## config.mk

```make
export PLATFORM = sky130hd
export DESIGN_NAME = fib_triple_gen
export DESIGN_NICKNAME = d
export VERILOG_FILES = /design/src/rtl/fib_triple_gen.sv
export SDC_FILE = /design/constraint.sdc
export NUM_CORES = 1
export LEC_CHECK = 0
export ABC_AREA = 1
export CAP_MARGIN = 15
export CORE_MARGIN = 2
export CORE_UTILIZATION = 50
export DETAILED_ROUTE_END_ITERATION = 8
export PLACE_DENSITY = 0.75
export SYNTH_ARGS = -nofsm -noshare
export SYNTH_HDL_FRONTEND = slang
export SYNTH_SLANG_ARGS = --single-unit
```

## constraint.sdc

```tcl
create_clock -name clk -period 2.8 [get_ports clk]
set_input_delay 0.56 -clock clk [delete_from_list [all_inputs] [get_ports clk]]
set_output_delay 0.56 -clock clk [all_outputs]
set_load 0.03 [all_outputs]
```

## src/rtl/fib_triple_gen.sv

```systemverilog
// Emits a burst of Fibonacci triples (F(n), F(n+1), F(n+2)) with valid/ready, optionally corrupting odd triples.
// Latency: out_valid one cycle after start; one triple per cycle under constant ready; holds while !out_ready.
module fib_triple_gen #(
  parameter int WIDTH       = 4,
  parameter int NUM_TRIPLES = 6
) (
  input  logic             clk,
  input  logic             rst_n,
  input  logic             start,
  input  logic             mode_bad,
  input  logic             out_ready,
  output logic             out_valid,
  output logic [WIDTH-1:0] a,
  output logic [WIDTH-1:0] b,
  output logic [WIDTH-1:0] c,
  output logic             expect_f,
  output logic [7:0]       idx,
  output logic             busy,
  output logic             done
);

  typedef enum logic [1:0] {IDLE, EMIT, DONE} state_t;

  localparam logic [WIDTH+1:0] MAX_VAL = {2'b00, {WIDTH{1'b1}}};
  localparam logic [7:0]       LAST_IDX = 8'(NUM_TRIPLES - 1);

  state_t           state, state_nxt;
  logic [WIDTH-1:0] x, y;
  logic [7:0]       idx_r;
  logic             bad_r;

  logic [WIDTH:0]   s;
  logic [WIDTH+1:0] nsum;
  logic             last, corrupt;

  assign s       = {1'b0, x} + {1'b0, y};
  assign nsum    = {2'b00, y} + {1'b0, s};
  assign last    = (idx_r == LAST_IDX);
  assign corrupt = bad_r && idx_r[0];

  always_ff @(posedge clk or negedge rst_n) begin
    if (!rst_n) state <= IDLE;
    else        state <= state_nxt;
  end

  always_comb begin
    state_nxt = state;
    case (state)
      IDLE:    if (start) state_nxt = EMIT;
      EMIT:    if (out_ready && last) state_nxt = DONE;
      DONE:    state_nxt = IDLE;
      default: state_nxt = IDLE;
    endcase
  end

  // Sequence wraps to (0,1) once the next triple's third term would not fit in WIDTH bits.
  always_ff @(posedge clk or negedge rst_n) begin
    if (!rst_n) begin
      x     <= '0;
      y     <= WIDTH'(1);
      idx_r <= '0;
      bad_r <= 1'b0;
    end else begin
      case (state)
        IDLE: if (start) begin
          x     <= '0;
          y     <= WIDTH'(1);
          idx_r <= '0;
          bad_r <= mode_bad;
        end
        EMIT: if (out_ready) begin
          if (nsum > MAX_VAL) begin
            x <= '0;
            y <= WIDTH'(1);
          end else begin
            x <= y;
            y <= s[WIDTH-1:0];
          end
          if (!last) idx_r <= idx_r + 8'd1;
        end
        DONE: idx_r <= '0;
        default: ;
      endcase
    end
  end

  always_comb begin
    out_valid = 1'b0;
    busy      = 1'b0;
    done      = 1'b0;
    a         = '0;
    b         = '0;
    c         = '0;
    expect_f  = 1'b0;
    idx       = idx_r;
    case (state)
      EMIT: begin
        out_valid = 1'b1;
        busy      = 1'b1;
        a         = x;
        b         = y;
        c         = s[WIDTH-1:0] + WIDTH'(corrupt);
        expect_f  = !corrupt;
      end
      DONE: begin
        busy = 1'b1;
        done = 1'b1;
      end
      default: ;
    endcase
  end

endmodule

```

# --- Word level (Yosys, flattened, before mapping) ---
# Cells that the tools add are included.
totals:
  output_inout_bits: 24
  inputBits: 5
  ramBits: 0
  romBits: 0
  latch_bits: 0
  mem_count: 0
  wordCells: 50
  register_bits: 19
op_classes:
  bitwise_logic: 0
  eq_ne: 7
  n_lt_le_gt_ge: 1
  shift: 0
  div: 0
  n_mux: 22
  mul: 0
  add_sub_neg: 4
  n_reduce_logical: 11
ops:
  columns: ["op", "n"]
  rows:
  - ["$mux 4", 9]
  - ["$mux 8", 3]
  - ["$pmux 8 s3", 1]
  - ["$pmux 4 s2", 2]
  - ["$add 8x1->8 const B", 1]
  - ["$eq 8x3->1 const B", 1]
  - ["$ne 2x2->1 const B", 4]
  - ["$add 4x5->6", 1]
  - ["$gt 6x4->1 const B", 1]
  - ["$add 4x4->5", 1]
  - ["$add 4x1->4", 1]
  - ["$mux 1", 4]
  - ["$mux 2", 2]
  - ["$pmux 2 s2", 1]
  - ["$reduce_and 2->1", 2]
  - ["$reduce_and 4->1", 1]
  - ["$reduce_and 3->1", 1]
  - ["$reduce_bool 3->1", 1]
  - ["$eq 2x1->1 const B", 1]
  - ["$eq 2x2->1 const B", 1]
  - ["$logic_and 1x1->1", 2]
  - ["$logic_not 2->1", 1]
  - ["$reduce_bool 2->1", 1]
  - ["$reduce_or 2->1", 1]
  - ["$logic_not 1->1", 1]

# --- Depth between registers and ports, before layout ---
# Gate-level depths: netlist of the first run.
depth:
  word_depth: 6
  ltp_mapped: 14
  ltp_nobuf: 14

# --- Worst setup path after synthesis of the first run ---
# OpenSTA, ideal clock, no wires.
synth_path:
  path_kind: "register -> output"
  from: "register y[0]"
  to: "output port c[2]"
  arrival_time_ns: 1.944
  path_slack_ns: 0.296
  path_buffers: 0
  stages_incl_launch_ff: 6
  required_ns: 2.240
  path_cell_list: "dfstp_2 -> ha_1 -> fa_1 -> ha_1 -> xor2_1 -> nor2_1"
synth_via:
  elab_chain_len: 3
synth_lines:
  columns: ["element", "line", "text"]
  rows:
  - ["from (decl)", "28", "logic [WIDTH-1:0] x, y;"]
  - ["from (signal assigned)", "77", "y <= s[WIDTH-1:0];"]
  - ["$add 4x4->5", "36", "assign s = {1'b0, x} + {1'b0, y};"]
  - ["$add 4x1->4", "102", "c = s[WIDTH-1:0] + WIDTH'(corrupt);"]
  - ["$mux 4", "96", "case (state)"]
  - ["to (decl)", "15", "output logic [WIDTH-1:0] c,"]
# No other way between the ends.

# --- Worst setup path after layout of the first run ---
# Same ends and word-level chain as after synthesis.

==> results of run 1 <==
==> cell usage in the layout, fill, tap and decap left out <==
cell / count
nand2_1: 75
a21oi_1: 2
nand2_2: 1
ha_4: 1
xnor2_2: 1
nand3b_1: 1
a21boi_0: 1
ha_1: 16
o21ai_0: 16
nand4_1: 4
nor3_1: 1
fa_1: 1
dfrtp_1: 18
dfstp_2: 1
inv_2: 1
o21ai_1: 1
buf_4: 8
clkbuf_1: 1
clkbuf_4: 3
inv_1: 35
ha_2: 1
a31oi_1: 1
o21bai_1: 1
o21ai_2: 1
or2_2: 2
dlymetal6s2s_1: 1
clkdlybuf4s50_1: 24
nand3_1: 17
nor2_1: 18
xor2_1: 1
==> registers in the layout (all words and copies together), names as in the netlist <==
signal / cells
bad_r: 1
y: 4
x: 4
idx: 8
state: 2
==> through the flow <==
stage / area (um2) / power (mW) / hold WS [ns] / util, %
5_1_grt: 1891 / 1.731 / 0.5888 / 67.40
2_1_floorplan: 1514 / 1.100 / 0.2644 / -
3_5_place_dp: 1824 / 1.390 / 0.5112 / 65.03
6_report: 1891 / 1.586 / 0.5300 / 67.40
3_3_place_gp: 1824 / 1.383 / 0.5042 / 65.03
4_1_cts: 1861 / 1.567 / 0.5378 / 66.32
==> layer usage <==
layer	global-route usage [%]	wire [um]
met1	31.26	1687
met2	33.17	1464
met3	3.712	184
met4	2.273	5
met5	0	0
==> critical path, cell delays in order (launching register included) <==
cell	delay, ns
dfstp_2	0.60
ha_4	0.15
fa_1	0.46
ha_2	0.20
xor2_1	0.16
nor2_1	0.13
buf_4	0.18
==> path summary, 6_finish.rpt <==
path	from	to	slack, ns	depth (start not counted)
min in group asynchronous	rst_n	state[0]	0.58	2
min reg2reg	x[3]	x[3]	0.53	2
max in group asynchronous	rst_n	y[0]	1.95	2
min	x[3]	x[3]	0.53	2
max	y[0]	c[2]	0.07	6
max reg2reg	x[0]	x[2]	0.25	10
==> logic make-up after synthesis <==
family / share of synthesized area (%)
AOI/OAI and AO/OA: 8.265
xor gates and xnor gates: 1.157
adders and majority gates: 16.20
buffers and inverters: 10.50
DFF: 31.49
and+or+nand+nor: 32.40
==> repair_timing <==
item,CTS,global route
endpoints found under the setup margin,1,9
buffers inserted,1,1
hold buffers,0,0
pin swaps,1,2
resized for setup,1,4
==> cell type report <==
class                           instances  area, um2  share of cell area (%)
Multi-Input combinational cell        163      900.9                   47.65
Sequential cell                        19      476.7                   25.22
Timing Repair Buffer                   33      312.8                   16.55
Inverter                               36      135.1                   7.148
Tap cell                               31      38.79                   2.052
Clock buffer                            4      26.28                   1.390
==> power breakdown <==
part / total [mW] / leakage, nW / internal (mW) / switching (mW)
Combinational: 1.02 / 0.764 / 0.395 / 0.628
Clock: 0.142 / 0.0150 / 0.0553 / 0.0863
Sequential: 0.422 / 0.253 / 0.337 / 0.0847
Total: 1.59 / 1.03 / 0.787 / 0.799
==> flow_summary.json, run 1 <==
{
  "dr.pass1.iters": 6,
  "status": "complete, no violations",
  "cts_root_buf": "clkbuf_4",
  "die_width_um": 59.03,
  "cts_tree": "yes",
  "ys.flop_type": "dfrtp_1",
  "grt_pass1_vias": 1279,
  "drtIter0Drc": 81,
  "worst_pin_slew_ns": 0.3868,
  "drc": 0,
  "synth-edff-count": 0,
  "die_area_um2": 3484,
  "fin_tns_setup_ns": 0,
  "cts_sinks": 19,
  "worst-endpoint-required_ns": 2.24,
  "antenna_found_initial": 0,
  "grt_max_degree": 20,
  "num_antenna_cells": 0,
  "post-route-period-util_pct": 97.49,
  "grt-ovfl-total": 0,
  "yosysMostFrequentCell": "nand2_1",
  "syn-num-nets": 245,
  "setup_viol": 0,
  "ir_drop_mv": 0.7236,
  "postRouteWirelength_mm": 3.341,
  "core_um2": 2805,
  "clk_pin_slew_worst_paths_ns": 0.11,
  "hpwl_mm": 2.486,
  "io_pins": 29,
  "io_buffers": 28,
  "report.final.hold_viol_count": 0,
  "synth_area_per_cell_um2": 6.850,
  "htreeDepth": 1,
  "crit_type": "flip-flop to output pin",
  "instances_no_fill": 286,
  "ys_async_sr_fraction_pct": 100.0,
  "hp-class": "flip-flop to flip-flop",
  "synth_seq_area_share_pct": 31.49,
  "finalWorstSetupSlack_ns": 0.07033,
  "die_h_um": 59.03,
  "ys_types": 26,
  "area_growth_pct": 24.88,
  "layout.nets": 280,
  "fmax_ghz": 0.3663,
  "drive_gt1_share_pct": 7.843,
  "grt_pass1_wl_mm": 5.789,
  "fin_crit_ns": 2.730,
  "rows": 19,
  "synth-seq-cells": 19,
  "yosys.area.top_type": "dfrtp_1",
  "start_kind": "flip-flop",
  "ys_top_cells_by_count": "nand2_1 (75), inv_1 (35), dfrtp_1 (18), ha_1 (18), nor2_1 (18)",
  "groute.usage.overall_pct": 21.04,
  "rsz0062_at_grt": "yes",
  "worst_ep_arrival_time_ns": 2.17,
  "viasPerCell": 5.098,
  "syn_area_um2": 1514,
  "yosysWarnings": 0,
  "worstSkewPairLatency_ns": 0.29,
  "place_congestion": 0.8482,
  "max_slew_margin_pct": 74.21,
  "routed-via-count": 1458,
  "synth_cells": 221,
  "powerDensity_nw_per_um2": 839.1,
  "fin_skew_ns": 0.006002,
  "wire_per_inst_um": 11.68,
  "endpoint_kind": "output pin",
  "cap_violations": 0,
  "initial_core_util_pct": 53.97,
  "antenna_left": 0,
  "nFillCells": 250,
  "numCtsBuffers": 3,
  "slew_violations": 0,
  "place_inst": 280,
  "synth_top_area_share_pct": 29.75,
  "pre_cts_ws_ns": 0.1856,
  "cts_buffer_depth": 2,
  "p_leak_nw": 1.032,
  "netlist_top_cells_area": "dfrtp_1 (30%), nand2_1 (19%), ha_1 (15%), inv_1 (8.7%), nand3_1 (5.6%)",
  "crit_path_max_fanout": 4
}
No activity file was read; power rests on OpenSTA's default activity.
==> run 2: changes to the inputs <==
Settings changed: CORE_MARGIN 2 to 10, CTS_CLUSTER_DIAMETER set to 120.
==> flow_summary.json, run 2 (same netlist as run 1, synthesis figures left out) <==
{
  "rows": 19,
  "crit_path_max_fanout": 4,
  "combPwrFrac_pct": 65.5,
  "worst-endpoint-required_ns": 2.24,
  "slowest_delay_ns": 0.60,
  "viasPerCell": 5.042,
  "setup_viol": 0,
  "grt_pass1_wl_mm": 6.127,
  "drt-met1-wl_mm": 1.809,
  "drive_gt1_share_pct": 8.661,
  "fin_crit_ns": 2.734,
  "die_width_um": 75.03,
  "hpwl_mm": 2.815,
  "ir_drop_mv": 0.6030,
  "clk_pin_slew_worst_paths_ns": 0.10,
  "p_int_mw": 0.7953,
  "switching_share_pct": 50.75,
  "grt-ovfl-total": 0,
  "fin_tns_setup_ns": 0,
  "num_antenna_cells": 0,
  "antenna_left": 0,
  "cap_violations": 0,
  "report.final.hold_viol_count": 0,
  "post-route-period-util_pct": 97.63,
  "start_kind": "flip-flop",
  "worst_ep_arrival_time_ns": 2.17,
  "grt_pass1_vias": 1324,
  "cts_buffer_depth": 2,
  "layout.nets": 279,
  "path_cells": "ha_4, fa_2, ha_2, xor2_1, nor2_1, buf_4",
  "fmax_ghz": 0.3658,
  "cts_root_buf": "clkbuf_4",
  "status": "complete, no violations",
  "htreeDepth": 1,
  "antenna_found_initial": 0,
  "rsz0062_at_grt": "yes",
  "die_area_um2": 5629,
  "max_slew_margin_pct": 76.35,
  "cts_tree": "yes",
  "route.met2.wl_mm": 1.550,
  "multi_input_area_um2": 900.9,
  "cp_slowest_cell": "dfstp_2",
  "pre_cts_ws_ns": 0.2246,
  "crit_buf_inv": 1,
  "groute.usage.overall_pct": 13.68,
  "place_congestion": 0.8529,
  "dr.max_layer_used": "met4",
  "fin_skew_ns": 0.005507,
  "endpoint_kind": "output pin",
  "initial_core_util_pct": 53.52,
  "crit_type": "flip-flop to output pin",
  "hold_slack_ns": 0.5358,
  "numCtsBuffers": 3,
  "core_um2": 2829,
  "worstSkewPairLatency_ns": 0.29,
  "drc": 0,
  "final-seq-area_um2": 476.7,
  "p_sw_mw": 0.8196,
  "worst_pin_slew_ns": 0.3537,
  "nFillCells": 288,
  "slew_violations": 0,
  "drtIter0Drc": 118,
  "final_common_cell": "nand2_1",
  "largest_register_ffs": 8,
  "dr.pass1.iters": 4,
  "hp-class": "flip-flop to flip-flop",
  "p_clk_share_pct": 8.6,
  "io_buffers": 28,
  "powerDensity_nw_per_um2": 854.2,
  "finalWorstSetupSlack_ns": 0.06646,
  "seqPwrFrac_pct": 25.9,
  "cts_sinks": 19,
  "finish.utilization_pct": 66.83,
  "wire_per_inst_um": 12.68,
  "grt_max_degree": 20,
  "postRouteWirelength_mm": 3.613,
  "met3RoutedLength_um": 185,
  "io_pins": 29,
  "area_growth_pct": 24.88,
  "die_h_um": 75.03,
  "final_cell_mix": "nand2_1 (75), inv_1 (35), clkdlybuf4s50_1 (22)",
  "cp_top_family": "adder cells",
  "r2r_slack_ns": 0.28,
  "routed-via-count": 1437,
  "p_leak_nw": 1.045
}
## run 2: changes by cell type in the layout (fill, tap and decap cells not counted), sizes merged
cell / previous run / this run
clkdlybuf4s50: 24 / 22
dlymetal6s2s: 1 / 2
## run 2: through the flow
| step | power (mW) | instances | instance area [um2] |
|---|---|---|---|
| finish | 1.615 | 285 | 1891 |
| global placement | 1.399 | 280 | 1822 |
| floorplan | 1.100 | 221 | 1514 |
| detailed placement | 1.414 | 280 | 1822 |
| CTS | 1.606 | 285 | 1871 |
| global route | 1.763 | 285 | 1891 |
## run 2: worst register-to-register path, cell delays in order (launching register included)
cell and delay, ns:
dfrtp_1 0.46, ha_1 0.40, a21oi_1 0.23, nand3b_1 0.16
nand2_1 0.12, inv_1 0.06, ha_1 0.31, nand2_1 0.08
nor2_1 0.04, nor2_1 0.15, nand3_1 0.21, o21ai_0 0.22
## run 2: layer usage
metal	up-vias	GRT usage, %
met1	642	18.71
li1	758	-
met3	4	1.971
met5	-	0
met2	33	21.14
met4	0	5.252
## run 2: worst paths after layout
path                            startpoint  cells past startpoint     end
min in group asynchronous            rst_n                      2  idx[7]
worst max register to register        y[2]                     11    y[1]
max in group asynchronous            rst_n                      2    y[0]
worst min-delay path                  x[2]                      2    x[2]
worst max-delay path                  y[0]                      6    c[2]
worst min register to register        x[2]                      2    x[2]
## run 2: power groups by stage
| stage | clock [mW] | sequential, mW | combinational, mW |
|---|---|---|---|
| after detailed placement | 0 | 0.419 | 0.995 |
| after global placement | 0 | 0.418 | 0.981 |
| after floorplan | 0 | 0.426 | 0.674 |
| after CTS | 0.146 | 0.418 | 1.04 |
| final | 0.139 | 0.419 | 1.06 |
| after global routing | 0.159 | 0.430 | 1.17 |
## run 2: final cells by class
type | instances | area share [%]
tap | 31 | 2.052
clock buffer | 4 | 1.390
sequential | 19 | 25.22
timing repair buffer | 32 | 16.55
inverter | 36 | 7.148
multi-input combinational | 163 | 47.65
## run 2: what timing repair did
action / in CTS / in global routing
pin swaps: 2 / 2
setup endpoints to repair: 1 / 6
gates resized for setup: 3 / 7
hold buffers: 0 / 0
buffers inserted: 1 / 0
